## config.mk

```make
export PLATFORM = sky130hd
export DESIGN_NAME = load_align_unit_flat
export DESIGN_NICKNAME = d
export VERILOG_FILES = /design/src/rtl/load_align_if.sv /design/src/rtl/load_align_unit.sv /design/src/flat_wrapper.sv
export SDC_FILE = /design/constraint.sdc
export NUM_CORES = 1
export LEC_CHECK = 0
export BUFFER_PORTS_ARGS = -buffer_cell sky130_fd_sc_hd__buf_2
export CORE_ASPECT_RATIO = 0.7
export CORE_MARGIN = 2
export CORE_UTILIZATION = 45
export DETAILED_ROUTE_END_ITERATION = 8
export PLACE_DENSITY = 0.71
export SLEW_MARGIN = 20
export SYNTH_ARGS = -nofsm -noshare
export SYNTH_HDL_FRONTEND = slang
export SYNTH_SLANG_ARGS = --single-unit
```

## constraint.sdc

```tcl
create_clock -name clk -period 2.2 [get_ports clk]
set_input_delay 0.22 -clock clk [delete_from_list [all_inputs] [get_ports clk]]
set_output_delay 0.22 -clock clk [all_outputs]
set_load 0.01 [all_outputs]
```

## src/rtl/load_align_if.sv

```systemverilog
// Load-path bundle: request from execute, word reads to data memory, and the
// aligned result back toward writeback.
interface load_align_if #(
  parameter int DATA_W = 32
);
  logic              req_valid;
  logic              req_ready;
  logic [DATA_W-1:0] req_addr;
  logic [1:0]        req_size;
  logic              req_unsigned;
  logic              mem_rd_en;
  logic [DATA_W-1:0] mem_addr;
  logic [DATA_W-1:0] mem_rd_data;
  logic              resp_valid;
  logic              resp_ready;
  logic [DATA_W-1:0] resp_data;
  logic              resp_err;

  modport slave (
    input  req_valid, req_addr, req_size, req_unsigned, mem_rd_data, resp_ready,
    output req_ready, mem_rd_en, mem_addr, resp_valid, resp_data, resp_err
  );

  modport master (
    output req_valid, req_addr, req_size, req_unsigned, mem_rd_data, resp_ready,
    input  req_ready, mem_rd_en, mem_addr, resp_valid, resp_data, resp_err
  );
endinterface

```

## src/rtl/load_align_unit.sv

```systemverilog
// Load aligner: issues one or two word reads to a synchronous memory, splits
// word-crossing accesses, and returns the little-endian, sign/zero-extended result.
module load_align_unit #(
  parameter int DATA_W           = 32,
  parameter bit ALLOW_MISALIGNED = 1'b1
) (
  input  logic         clk,
  input  logic         rst,
  load_align_if.slave  bus,
  output logic [2:0]   state_dbg
);
  localparam int BYTES = DATA_W / 8;
  localparam int OFF_W = $clog2(BYTES);

  // Handshakes: a transfer happens on a rising edge where valid && ready are both 1.
  // req_ready is high only in IDLE; resp_valid is high only in RESP and its payload
  // holds until the transfer. Memory data is valid exactly one cycle after mem_rd_en.
  typedef enum logic [2:0] {
    IDLE = 3'd0,
    RD0  = 3'd1,
    WT0  = 3'd2,
    RD1  = 3'd3,
    WT1  = 3'd4,
    RESP = 3'd5
  } state_t;

  state_t            state;
  logic [OFF_W-1:0]  off_q;
  logic [1:0]        size_q;
  logic              uns_q;
  logic              cross_q;
  logic [DATA_W-1:0] lo_q;

  logic [4:0]          req_end;
  logic                req_cross;
  logic                req_illegal;
  logic [2*DATA_W-1:0] pair;
  logic [DATA_W-1:0]   assembled;

  assign state_dbg = state;

  assign req_end     = 5'(bus.req_addr[OFF_W-1:0]) + (5'd1 << bus.req_size);
  assign req_cross   = req_end > 5'(BYTES);
  assign req_illegal = (bus.req_size == 2'd3) && (DATA_W < 64);

  function automatic logic [DATA_W-1:0] assemble(
    input logic [2*DATA_W-1:0] p,
    input logic [OFF_W-1:0]    off,
    input logic [1:0]          size,
    input logic                uns
  );
    logic [2*DATA_W-1:0] shifted;
    logic                fill;
    logic [DATA_W-1:0]   r;
    int                  nbits;
    shifted = p >> {off, 3'b000};
    nbits   = 8 << size;
    case (size)
      2'd0:    fill = shifted[7];
      2'd1:    fill = shifted[15];
      2'd2:    fill = shifted[31];
      default: fill = shifted[63];
    endcase
    if (uns) fill = 1'b0;
    for (int i = 0; i < DATA_W; i++) r[i] = (i < nbits) ? shifted[i] : fill;
    return r;
  endfunction

  // The high word only exists after the second read; otherwise the upper half is zero.
  always_comb begin
    pair = {{DATA_W{1'b0}}, bus.mem_rd_data};
    if (state == WT1) pair = {bus.mem_rd_data, lo_q};
    assembled = assemble(pair, off_q, size_q, uns_q);
  end

  always_ff @(posedge clk) begin
    if (rst) begin
      state          <= IDLE;
      bus.req_ready  <= 1'b1;
      bus.mem_rd_en  <= 1'b0;
      bus.mem_addr   <= '0;
      bus.resp_valid <= 1'b0;
      bus.resp_data  <= '0;
      bus.resp_err   <= 1'b0;
      off_q          <= '0;
      size_q         <= '0;
      uns_q          <= 1'b0;
      cross_q        <= 1'b0;
      lo_q           <= '0;
    end else begin
      case (state)
        IDLE: begin
          if (bus.req_valid) begin
            off_q         <= bus.req_addr[OFF_W-1:0];
            size_q        <= bus.req_size;
            uns_q         <= bus.req_unsigned;
            cross_q       <= req_cross;
            bus.req_ready <= 1'b0;
            if (req_illegal || (req_cross && !ALLOW_MISALIGNED)) begin
              state          <= RESP;
              bus.resp_valid <= 1'b1;
              bus.resp_err   <= 1'b1;
              bus.resp_data  <= '0;
            end else begin
              state         <= RD0;
              bus.mem_rd_en <= 1'b1;
              bus.mem_addr  <= {bus.req_addr[DATA_W-1:OFF_W], {OFF_W{1'b0}}};
            end
          end
        end
        RD0: begin
          bus.mem_rd_en <= 1'b0;
          state         <= WT0;
        end
        WT0: begin
          lo_q <= bus.mem_rd_data;
          if (cross_q) begin
            state         <= RD1;
            bus.mem_rd_en <= 1'b1;
            bus.mem_addr  <= bus.mem_addr + DATA_W'(BYTES);
          end else begin
            state          <= RESP;
            bus.resp_valid <= 1'b1;
            bus.resp_err   <= 1'b0;
            bus.resp_data  <= assembled;
          end
        end
        RD1: begin
          bus.mem_rd_en <= 1'b0;
          state         <= WT1;
        end
        WT1: begin
          state          <= RESP;
          bus.resp_valid <= 1'b1;
          bus.resp_err   <= 1'b0;
          bus.resp_data  <= assembled;
        end
        RESP: begin
          if (bus.resp_ready) begin
            state          <= IDLE;
            bus.resp_valid <= 1'b0;
            bus.resp_err   <= 1'b0;
            bus.req_ready  <= 1'b1;
          end
        end
        default: begin
          state          <= IDLE;
          bus.req_ready  <= 1'b1;
          bus.mem_rd_en  <= 1'b0;
          bus.resp_valid <= 1'b0;
        end
      endcase
    end
  end
endmodule

```

## src/flat_wrapper.sv

```systemverilog
// flat-port wrapper written by rule: the top's interface ports become plain ports
module load_align_unit_flat 
#(
  parameter int DATA_W           = 32,
  parameter bit ALLOW_MISALIGNED = 1'b1
)
  (clk, rst, state_dbg, bus_req_valid, bus_req_addr, bus_req_size, bus_req_unsigned, bus_mem_rd_data, bus_resp_ready, bus_req_ready, bus_mem_rd_en, bus_mem_addr, bus_resp_valid, bus_resp_data, bus_resp_err);
  load_align_if #(.DATA_W(DATA_W)) bus_i ();
  input  logic clk;
  input  logic rst;
  output logic [2:0] state_dbg;
  input wire logic [$bits(bus_i.req_valid)-1:0] bus_req_valid;
  input wire logic [$bits(bus_i.req_addr)-1:0] bus_req_addr;
  input wire logic [$bits(bus_i.req_size)-1:0] bus_req_size;
  input wire logic [$bits(bus_i.req_unsigned)-1:0] bus_req_unsigned;
  input wire logic [$bits(bus_i.mem_rd_data)-1:0] bus_mem_rd_data;
  input wire logic [$bits(bus_i.resp_ready)-1:0] bus_resp_ready;
  output wire logic [$bits(bus_i.req_ready)-1:0] bus_req_ready;
  output wire logic [$bits(bus_i.mem_rd_en)-1:0] bus_mem_rd_en;
  output wire logic [$bits(bus_i.mem_addr)-1:0] bus_mem_addr;
  output wire logic [$bits(bus_i.resp_valid)-1:0] bus_resp_valid;
  output wire logic [$bits(bus_i.resp_data)-1:0] bus_resp_data;
  output wire logic [$bits(bus_i.resp_err)-1:0] bus_resp_err;
  assign bus_i.req_valid = bus_req_valid;
  assign bus_i.req_addr = bus_req_addr;
  assign bus_i.req_size = bus_req_size;
  assign bus_i.req_unsigned = bus_req_unsigned;
  assign bus_i.mem_rd_data = bus_mem_rd_data;
  assign bus_i.resp_ready = bus_resp_ready;
  assign bus_req_ready = bus_i.req_ready;
  assign bus_mem_rd_en = bus_i.mem_rd_en;
  assign bus_mem_addr = bus_i.mem_addr;
  assign bus_resp_valid = bus_i.resp_valid;
  assign bus_resp_data = bus_i.resp_data;
  assign bus_resp_err = bus_i.resp_err;
  load_align_unit #(.DATA_W(DATA_W), .ALLOW_MISALIGNED(ALLOW_MISALIGNED)) u_core (.clk(clk), .rst(rst), .bus(bus_i), .state_dbg(state_dbg));
endmodule
```

==> impl_metrics.yaml, run 1 <==
run_status:
  status: "finished, final reports clean"
setup_path:
  path_cells: "or3b_4 -> mux2i_1 -> o311a_1 -> or4_4 -> o2bb2ai_4 -> buf_12 -> a22o_1"
  arrival_ns: 2.44
  end_kind: "register"
  crit_fanout: 16
  cpPeakStageDelay_ns: 0.44
  critPathKind: "register to register"
  worstSetupStartpointType: "register"
  cp.required_ns: 2.50
  crit_slowest_cell: "or4_4"
finish:
  multi_input_area_mm2: 0.00359
  nets: 995
  fin_util_pct: 57.1
  regArea_mm2: 0.00215
  drive_gt1_share_pct: 25.0
  nFillCells: 1232
  syn_to_final_growth_pct: 24.5
  instances_no_fill: 1091
  diodes: 0
sta:
  min_period_ns: 2.14
  slew_violations: 0
  fin_crit_sh_pct: 97.4
  fin_ws_ns: 0.0578
  final_hold_viol_count: 0
  worst_slew_pin_slew_ns: 0.630
  rsz0062_at_grt: "true"
  skew_ns: 0.0111
  max_freq_mhz: 467
  maxSlewHeadroom_pct: 58.0
  finalSetupViolations: 0
floorplan:
  initial_core_util_pct: 45.9
  row_count: 35
  die_area_mm2: 0.0144
  die_w_um: 142
  ios: 142
  fp.dieH_um: 101
  core_area_mm2: 0.0131
synthesis:
  synth_fa_ha_area_share_pct: 0.954
  synth-async-reset-ratio_pct: 0
  syn_inst: 778
  muxShareOfSynthArea_pct: 9.15
  synth_xor_area_share_pct: 0
  synth_warnings: 0
  synth_compound_gate_area_share_pct: 25.7
  yosysUniqueCellTypes: 66
  synth_edf_count: 0
  synth_top_family_by_area: "compound AO/OA/AOI/OAI gates"
  ys_seq_elements: 107
  synth-seq-area-share_pct: 35.5
  syn_area_mm2: 0.00603
  synth_area_per_cell_um2: 7.75
  synth_top_flop_cell: "dfxtp_1"
  yosys.area_share.simple_pct: 22.9
route:
  post_drt_wl_per_cell_um: 17.0
  drtPass1Iterations: 6
  avgViaCountPerCell: 5.78
  postRouteAntennaNets: 0
  drc_errors: 0
  route.vias.total: 6302
  drt_iter0_drc: 572
  wl_mm: 18.6
cts:
  clk_latency_ns: 0.35
  cts_buffers: 9
  clk_path_buf_depth: 2
  cts_sinks: 107
  cts_htree_levels: 3
  cts-root-buf: "clkbuf_16"
  path_clk_slew_ns: 0.08
  cts_tree: "built"
global_routing:
  first_global_vias: 5290
  grt_pass1_wl_mm: 29.1
  grt_start_max_net_pins: 58
  antenna_found_initial: 0
  gr-usage-all-layers_pct: 25.7
  overflow: 0
placement:
  dp.cells: 1073
  post-dp-hpwl_mm: 13.6
  io_buffers: 139
  dp_slack_ns: 0.00847
  place_congestion: 0.907
power:
  power.density_mw_per_mm2: 740
  p_leak_nw: 3.14
  peakVddDrop_mv: 0.393
  finalPower_w: 0.00556
run:
  cap_violations: 0
min_path:
  hold_class: "primary input to register"
[logic make-up (layout without fill, tap and decap cells)]
family / count (synthesis) / count (layout)
muxes: 55 / 55
and+or+nand+nor: 295 / 295
DFF: 107 / 107
AOI/OAI and AO/OA: 233 / 233
buffers and inverters: 83 / 229
other: 1 / 2
adders and majority gates: 4 / 4
[cell usage in the layout (no fill, tap or decap), types with 17 or more instances in the layout]
master and count:
mux2i_1 54, buf_4 49, buf_2 139, dfxtp_1 104, nor2_1 39, nand2_1 150
nand3_1 35, a22o_1 17, o21ai_0 35, a21oi_1 72
[area by class of cell]
cell class	instances	area share (%)
Clock buffer	11	3.37
Sequential cell	107	28.6
Clock inverter	5	0.600
Tap cell	166	2.77
Inverter	16	0.800
Timing Repair Buffer	197	16.1
Multi-Input combinational cell	589	47.8
[power breakdown]
group | internal (W) | switching, W
registers | 0.00213 | 0.000164
logic | 0.000698 | 0.000941
clock network | 0.000846 | 0.000778
[cells in the mapped netlist, drive strengths merged (10+ instances only)]
master,instances,area [um^2]
nand2,150,563
dfxtp,107,2140
a21oi,72,360
mux2i,54,541
clkbuf,49,185
nor2,41,161
nand3,35,175
o21ai,35,175
buf,18,101
a22o,17,149
a31oi,16,100
inv,16,60.1
nor3,14,70.1
o211ai,14,105
a211oi,11,82.6
nand2b,10,62.6
nor4,10,77.6
[metrics by stage]
step	instance area (um^2)	setup TNS, ns	hold WS [ns]
detailed placement	7150	0	0.446
finish	7510	0	0.109
global placement	7150	0	0.441
CTS	7440	0	0.102
global route	7510	-0.104	0.104
floorplan	6040	0	0.356
[registers in the layout, indices dropped and copies added, names as in the netlist]
| signal | count |
|---|---|
| u_core.off_q | 2 |
| u_core.size_q | 2 |
| u_core.bus.req_ready | 1 |
| u_core.bus.resp_err | 1 |
| u_core.bus.resp_valid | 1 |
| u_core.cross_q | 1 |
| u_core.bus.mem_rd_en | 1 |
| u_core.bus.mem_addr | 30 |
| u_core.uns_q | 1 |
| u_core.lo_q | 32 |
| u_core.bus.resp_data | 32 |
| u_core.state_dbg | 3 |
[routing by layer]
layer | track usage [%] | up-vias | share of wire, % | wire length, um
li1 | - | 3108 | - | -
met1 | 43.1 | 2846 | 51 | 9390
met2 | 31.9 | 329 | 37 | 6880
met3 | 6.51 | 19 | 11 | 2110
met4 | 4.65 | 0 | 0.94 | 175
met5 | 0 | - | 0 | 0
[final timing paths]
check / start / end / slack (ns) / depth (start not counted)
worst min register to register: u_core.lo_q[18] / u_core.lo_q[18] / 0.45 / 2
worst max register to register: u_core.state_dbg[2] / u_core.bus.resp_data[28] / 0.06 / 7
worst max-delay path: u_core.state_dbg[2] / u_core.bus.resp_data[28] / 0.06 / 7
worst min-delay path: bus_mem_rd_data[29] / u_core.lo_q[29] / 0.11 / 3
[worst max-delay path, delay by kind of cell (launching register included)]
family / cells / cell delay (ns)
AO/OA/AOI/OAI: 3 / 0.62
buffers and inverters: 1 / 0.15
flip-flops: 1 / 0.34
multiplexers: 1 / 0.14
AND/OR/NAND/NOR: 2 / 0.84
[what timing repair did]
action / CTS / global route
resized for setup: 0 / 11
hold buffers: 0 / 0
setup buffers: 0 / 2
setup endpoints to repair: 0 / 75
No activity file was read; power rests on OpenSTA's default activity.
==> inputs of run 2 (changes only) <==
CORE_MARGIN = not set   (was 2)
SETUP_SLACK_MARGIN = 0.15   (was not set)
==> impl_metrics.yaml, run 2 (synthesis results as in run 1) <==
run_status:
  status: "finished, final reports clean"
setup_path:
  end_kind: "register"
  crit_slowest_cell: "or4_4"
  crit_fanout: 16
  rr_worst_depth: 7
  critPathKind: "register to register"
  arrival_ns: 2.47
  path_cells: "or3b_4 -> mux2i_1 -> o311a_1 -> or4_4 -> o2bb2ai_4 -> buf_12 -> a22o_1"
  r2r_setup_slack_ns: 0.02
  cpPeakStageDelay_ns: 0.44
  reg2reg_to: "u_core.bus.resp_data[16]"
  worstSetupStartpointType: "register"
  cp.required_ns: 2.49
  r2r-start: "u_core.state_dbg[1]"
global_routing:
  gr-usage-all-layers_pct: 28.1
  first_global_vias: 5457
  antenna_found_initial: 0
  grt_pass1_wl_mm: 30.6
  grt_start_max_net_pins: 52
  overflow: 0
route:
  avgViaCountPerCell: 5.82
  drt_iter0_drc: 767
  route.vias.total: 6276
  drc_errors: 0
  drtPass1Iterations: 5
  postRouteAntennaNets: 0
  wl_mm: 19.4
  post_drt_wl_per_cell_um: 18.0
run:
  cap_violations: 0
sta:
  maxSlewHeadroom_pct: 55.2
  fin_crit_sh_pct: 99.2
  rsz0062_at_grt: "true"
  finalSetupViolations: 0
  slew_violations: 0
  worst_slew_pin_slew_ns: 0.671
  max_freq_mhz: 458
  skew_ns: 0.0141
  final_hold_viol_count: 0
  min_period_ns: 2.18
power:
  power.density_mw_per_mm2: 735
  p_clk_share_pct: 28.6
  finalPower_w: 0.00550
  switching_share_pct: 34.3
  p_switching_w: 0.00188
  p_int_w: 0.00362
  peakVddDrop_mv: 0.392
  p_leak_nw: 3.12
  power_frac_seq_pct: 42.2
  p_comb_share_pct: 29.2
finish:
  diodes: 0
  final_common_cell: "nand2_1"
  instances_no_fill: 1079
  stdcell_area_mm2: 0.00748
  reg_top3: "u_core.bus.resp_data (32), u_core.lo_q (32), u_core.bus.mem_addr (30)"
  regArea_mm2: 0.00215
  drive_gt1_share_pct: 25.8
  multi_input_area_mm2: 0.00364
  nets: 988
  layout_common_cells: "150 x nand2_1, 139 x buf_2, 99 x dfxtp_1, 71 x a21oi_1, 53 x mux2i_1"
  syn_to_final_growth_pct: 24.0
  nFillCells: 1189
floorplan:
  initial_core_util_pct: 47.4
  ios: 142
  fp.dieH_um: 98.9
  die_w_um: 140
  core_area_mm2: 0.0127
  die_area_mm2: 0.0139
  row_count: 34
min_path:
  hold_path_end: "u_core.uns_q"
  hold_depth: 3
  hold_class: "primary input to register"
  holdCritStartpoint: "bus_req_unsigned"
placement:
  post-dp-hpwl_mm: 13.9
  dp.cells: 1057
  place_congestion: 0.927
  io_buffers: 139
  place_area_mm2: 0.00703
cts:
  hold_buffers: 0
  cts_sinks: 107
  cts_buffers: 9
  clk_path_buf_depth: 2
  clk_latency_ns: 0.36
  cts_tree: "built"
  cts_htree_levels: 3
  path_clk_slew_ns: 0.07
  cts-root-buf: "clkbuf_16"
==> run 2: layout make-up <==
cell class | instances | area share, %
clock inverters | 5 | 0.602
clock buffers | 10 | 3.19
multi-input cells | 589 | 48.7
inverters | 16 | 0.803
well taps | 162 | 2.71
flip-flops and latches | 107 | 28.8
repair buffers | 190 | 15.2
==> run 2: per-layer routing <==
| metal | share of wire (%) | up-vias | global-route usage, % |
|---|---|---|---|
| met5 | 0 | - | 0 |
| met4 | 0.49 | 0 | 4.73 |
| met1 | 50 | 2878 | 45.4 |
| met3 | 12 | 8 | 10.2 |
| met2 | 38 | 292 | 33.9 |
| li1 | - | 3098 | - |
==> run 2: metrics by stage <==
| step | hold WS (ns) | setup slack, ns | setup TNS [ns] | util, % |
|---|---|---|---|---|
| floorplan | 0.356 | 0.0304 | 0 | - |
| global placement | 0.439 | 0.0745 | 0 | 55.2 |
| detailed placement | 0.447 | 0.0119 | 0 | 55.2 |
| CTS | 0.109 | 0.0433 | 0 | 57.6 |
| global route | 0.113 | -0.0196 | -0.0640 | 58.8 |
| finish | 0.118 | 0.0187 | 0 | 58.8 |
==> run 2: power by group through the flow <==
stage | registers (W) | logic (W) | clock network, W
final | 0.00232 | 0.00161 | 0.00157
after CTS | 0.00231 | 0.00153 | 0.00161
after floorplan | 0.00238 | 0.000917 | 0
after global routing | 0.00235 | 0.00175 | 0.00169
after detailed placement | 0.00235 | 0.00152 | 0
after global placement | 0.00235 | 0.00150 | 0
==> run 2: critical path: cells and delay by family (launching register included) <==
| family | cells | cell delay (ns) |
|---|---|---|
| AND/OR/NAND/NOR | 2 | 0.86 |
| AO/OA/AOI/OAI | 3 | 0.64 |
| flip-flops | 1 | 0.35 |
| buffers and inverters | 1 | 0.15 |
| multiplexers | 1 | 0.13 |
==> run 2: worst max path at each step <==
stage                        start                        to  slack (ns)
2_1_floorplan  u_core.state_dbg[2]  u_core.bus.resp_data[23]        0.03
6_report       u_core.state_dbg[1]  u_core.bus.resp_data[16]        0.02
3_3_place_gp   u_core.state_dbg[2]  u_core.bus.resp_data[31]        0.07
4_1_cts        u_core.state_dbg[1]  u_core.bus.resp_data[22]        0.04
5_1_grt        u_core.state_dbg[1]  u_core.bus.resp_data[16]       -0.02
3_5_place_dp   u_core.state_dbg[2]  u_core.bus.resp_data[21]        0.01
==> run 2: timing repair <==
item,in CTS,in global routing
endpoints found under the hold margin,0,0
resized for setup,5,25
pin swaps,0,5
endpoints found under the setup margin,33,53
setup buffers,0,7
==> inputs of run 3 (changes only) <==
ABC_AREA = 1   (was not set)
==> impl_metrics.yaml, run 3 <==
run_status:
  status: "finished, final reports clean"
run:
  cap_violations: 0
sta:
  fin_crit_sh_pct: 86.7
  skew_ns: 0.0134
  slew_violations: 0
  min_period_ns: 1.91
  max_freq_mhz: 524
  finalSetupViolations: 0
  hold_ws_ns: 0.136
  final_hold_viol_count: 0
  worst_slew_pin_slew_ns: 0.719
  fin_setup_tns_ns: 0
  maxSlewHeadroom_pct: 52.0
  rsz0062_at_grt: "false"
setup_path:
  worstSetupStartpointType: "register"
  cp.required_ns: 2.40
  r2r_setup_slack_ns: 0.29
  arrival_ns: 2.10
  reg2reg_to: "u_core.bus.resp_data[30]"
  worstSetupEndpoint: "u_core.bus.resp_data[30]"
  end_kind: "register"
  crit_fanout: 8
  rr_worst_depth: 10
  critPathKind: "register to register"
  crit_start: "u_core.off_q[0]"
  r2r-start: "u_core.off_q[0]"
cts:
  cts_sinks: 107
  cts_tree: "built"
  cts-root-buf: "clkbuf_16"
  clk_path_buf_depth: 2
  path_clk_slew_ns: 0.07
  clk_latency_ns: 0.35
  cts_buffers: 9
  hold_buffers: 0
  cts_htree_levels: 3
route:
  wl_met2_mm: 7.65
  post_drt_wl_per_cell_um: 15.2
  avgViaCountPerCell: 5.37
  wl_met3_mm: 2.08
  highest_layer: "met4"
  wl_mm: 20.1
  wl_met1_mm: 10.2
  postRouteAntennaNets: 0
  drc_errors: 0
  drt_iter0_drc: 740
  drtPass1Iterations: 5
  route.vias.total: 7112
synthesis:
  synth_top_flop_cell: "dfxtp_1"
  syn_inst: 1004
  yosysUniqueCellTypes: 49
  synth_top_area_cell: "dfxtp_1"
  synth_top_area_share_pct: 33.1
  syn_area_mm2: 0.00647
  synth_area_per_cell_um2: 6.44
  synth-async-reset-ratio_pct: 0
  synth_warnings: 0
  netlist_top_cells_area: "dfxtp_1 33%, nand2_1 15%, a21oi_1 9.2%, o21ai_0 7.9%, nor2_1 5.3%"
  yosysMostFrequentCell: "nand2_1"
  ys_seq_elements: 107
  synth-seq-area-share_pct: 33.1
  synth_edf_count: 0
  synth_common_cells: "252 x nand2_1, 119 x a21oi_1, 107 x dfxtp_1, 102 x o21ai_0, 92 x nor2_1"
finish:
  layout_common_cells: "250 x nand2_1, 139 x buf_2, 119 x a21oi_1, 102 x dfxtp_1, 101 x o21ai_0"
  syn_to_final_growth_pct: 19.7
  fin_util_pct: 55.4
  final_common_cell: "nand2_1"
  reg_top3: "u_core.bus.resp_data (32), u_core.lo_q (32), u_core.bus.mem_addr (30)"
  drive_gt1_share_pct: 22.0
  diodes: 0
  nets: 1205
  nFillCells: 1449
power:
  p_leak_nw: 3.46
  switching_share_pct: 47.0
  p_int_w: 0.00514
  p_comb_share_pct: 52.1
  p_clk_share_pct: 17.2
  p_switching_w: 0.00455
  peakVddDrop_mv: 0.544
  power_frac_seq_pct: 30.6
  power.density_mw_per_mm2: 1250
  finalPower_w: 0.00969
floorplan:
  ios: 142
  fp.dieH_um: 102
  die_w_um: 145
  initial_core_util_pct: 46.3
  die_area_mm2: 0.0149
  row_count: 36
  core_area_mm2: 0.0140
placement:
  place_congestion: 0.962
  io_buffers: 139
  post-dp-hpwl_mm: 14.3
global_routing:
  grt_start_max_net_pins: 62
  gr-usage-all-layers_pct: 26.5
  first_global_vias: 6044
  overflow: 0
  grt_pass1_wl_mm: 31.5
  antenna_found_initial: 0
min_path:
  hold_class: "primary input to register"
[run 3: changes by cell type in the layout (fill, tap and decap cells not counted), sizes merged, moves of 12 or more]
cell	change
nand2	+109
inv	+62
nor2	+58
buf	-14
a22o	-17
o21ai	+91
mux2i	-54
or2	+12
a21oi	+52
nand3	+20
[run 3: how the worst min path moves through the flow]
stage | from | end | slack (ns) | cells past startpoint
finish | bus_req_addr[2] | u_core.bus.mem_addr[2] | 0.14 | 3
global route | bus_req_addr[2] | u_core.bus.mem_addr[2] | 0.15 | 3
CTS | bus_req_addr[3] | u_core.bus.mem_addr[3] | 0.13 | 3
detailed placement | u_core.lo_q[13] | u_core.lo_q[13] | 0.44 | 2
global placement | u_core.lo_q[13] | u_core.lo_q[13] | 0.43 | 2
floorplan | bus_req_size[0] | u_core.size_q[0] | 0.37 | 2
[run 3: power groups by stage]
stage	combinational [W]	sequential, W	clock, W
floorplan	0.00330	0.00306	0
global placement	0.00469	0.00297	0
detailed placement	0.00473	0.00298	0
CTS	0.00478	0.00294	0.00170
global route	0.00562	0.00304	0.00177
finish	0.00505	0.00297	0.00167
[run 3: routing by layer]
| layer | global-route usage (%) | vias to the layer above |
|---|---|---|
| li1 | - | 3583 |
| met1 | 40.7 | 3190 |
| met5 | 0 | - |
| met4 | 5.26 | 0 |
| met2 | 36.8 | 325 |
| met3 | 6.34 | 14 |
[run 3: cell type report]
class | count | area, um^2 | area share [%]
clock buffer | 9 | 225 | 2.91
sequential | 107 | 2150 | 27.8
inverter | 78 | 303 | 3.91
tap | 190 | 238 | 3.07
multi-input combinational | 758 | 3740 | 48.3
timing repair buffer | 176 | 1010 | 13.1
clock inverter | 7 | 73.8 | 0.954
[run 3: timing repair]
item                       CTS  global route
setup endpoints to repair   26            39
gates cloned                 0             2
pin swaps                    0             3
gates resized for setup      5            15
buffers inserted             0             4
[run 3: kinds of logic after synthesis]
logic type | Yosys count | share of synthesized area, %
flip-flops | 107 | 33.1
XOR/XNOR | 11 | 1.49
buffers and inverters | 142 | 10.1
AO/OA/AOI/OAI | 298 | 25.4
adder cells (fa/ha/maj) | 4 | 0.890
AND/OR/NAND/NOR | 441 | 29.0
other | 1 | 0.0580
[run 3: through the flow]
stage               worst slack, ns  instances  cell area, um^2
global route                  0.144       1325             7740
finish                        0.292       1325             7740
floorplan                     0.451       1005             6470
global placement              0.153       1303             7330
CTS                           0.166       1319             7640
detailed placement            0.100       1303             7330
[run 3: critical path: stages, from the launching register on]
cell      delay (ns)
dfxtp_1         0.34
nor2_1          0.40
nand3_1         0.14
nand2_1         0.09
inv_1           0.06
nand3_1         0.09
nand2_1         0.09
o21bai_4        0.25
nand2_4         0.14
nand2_1         0.11
a21oi_1         0.06
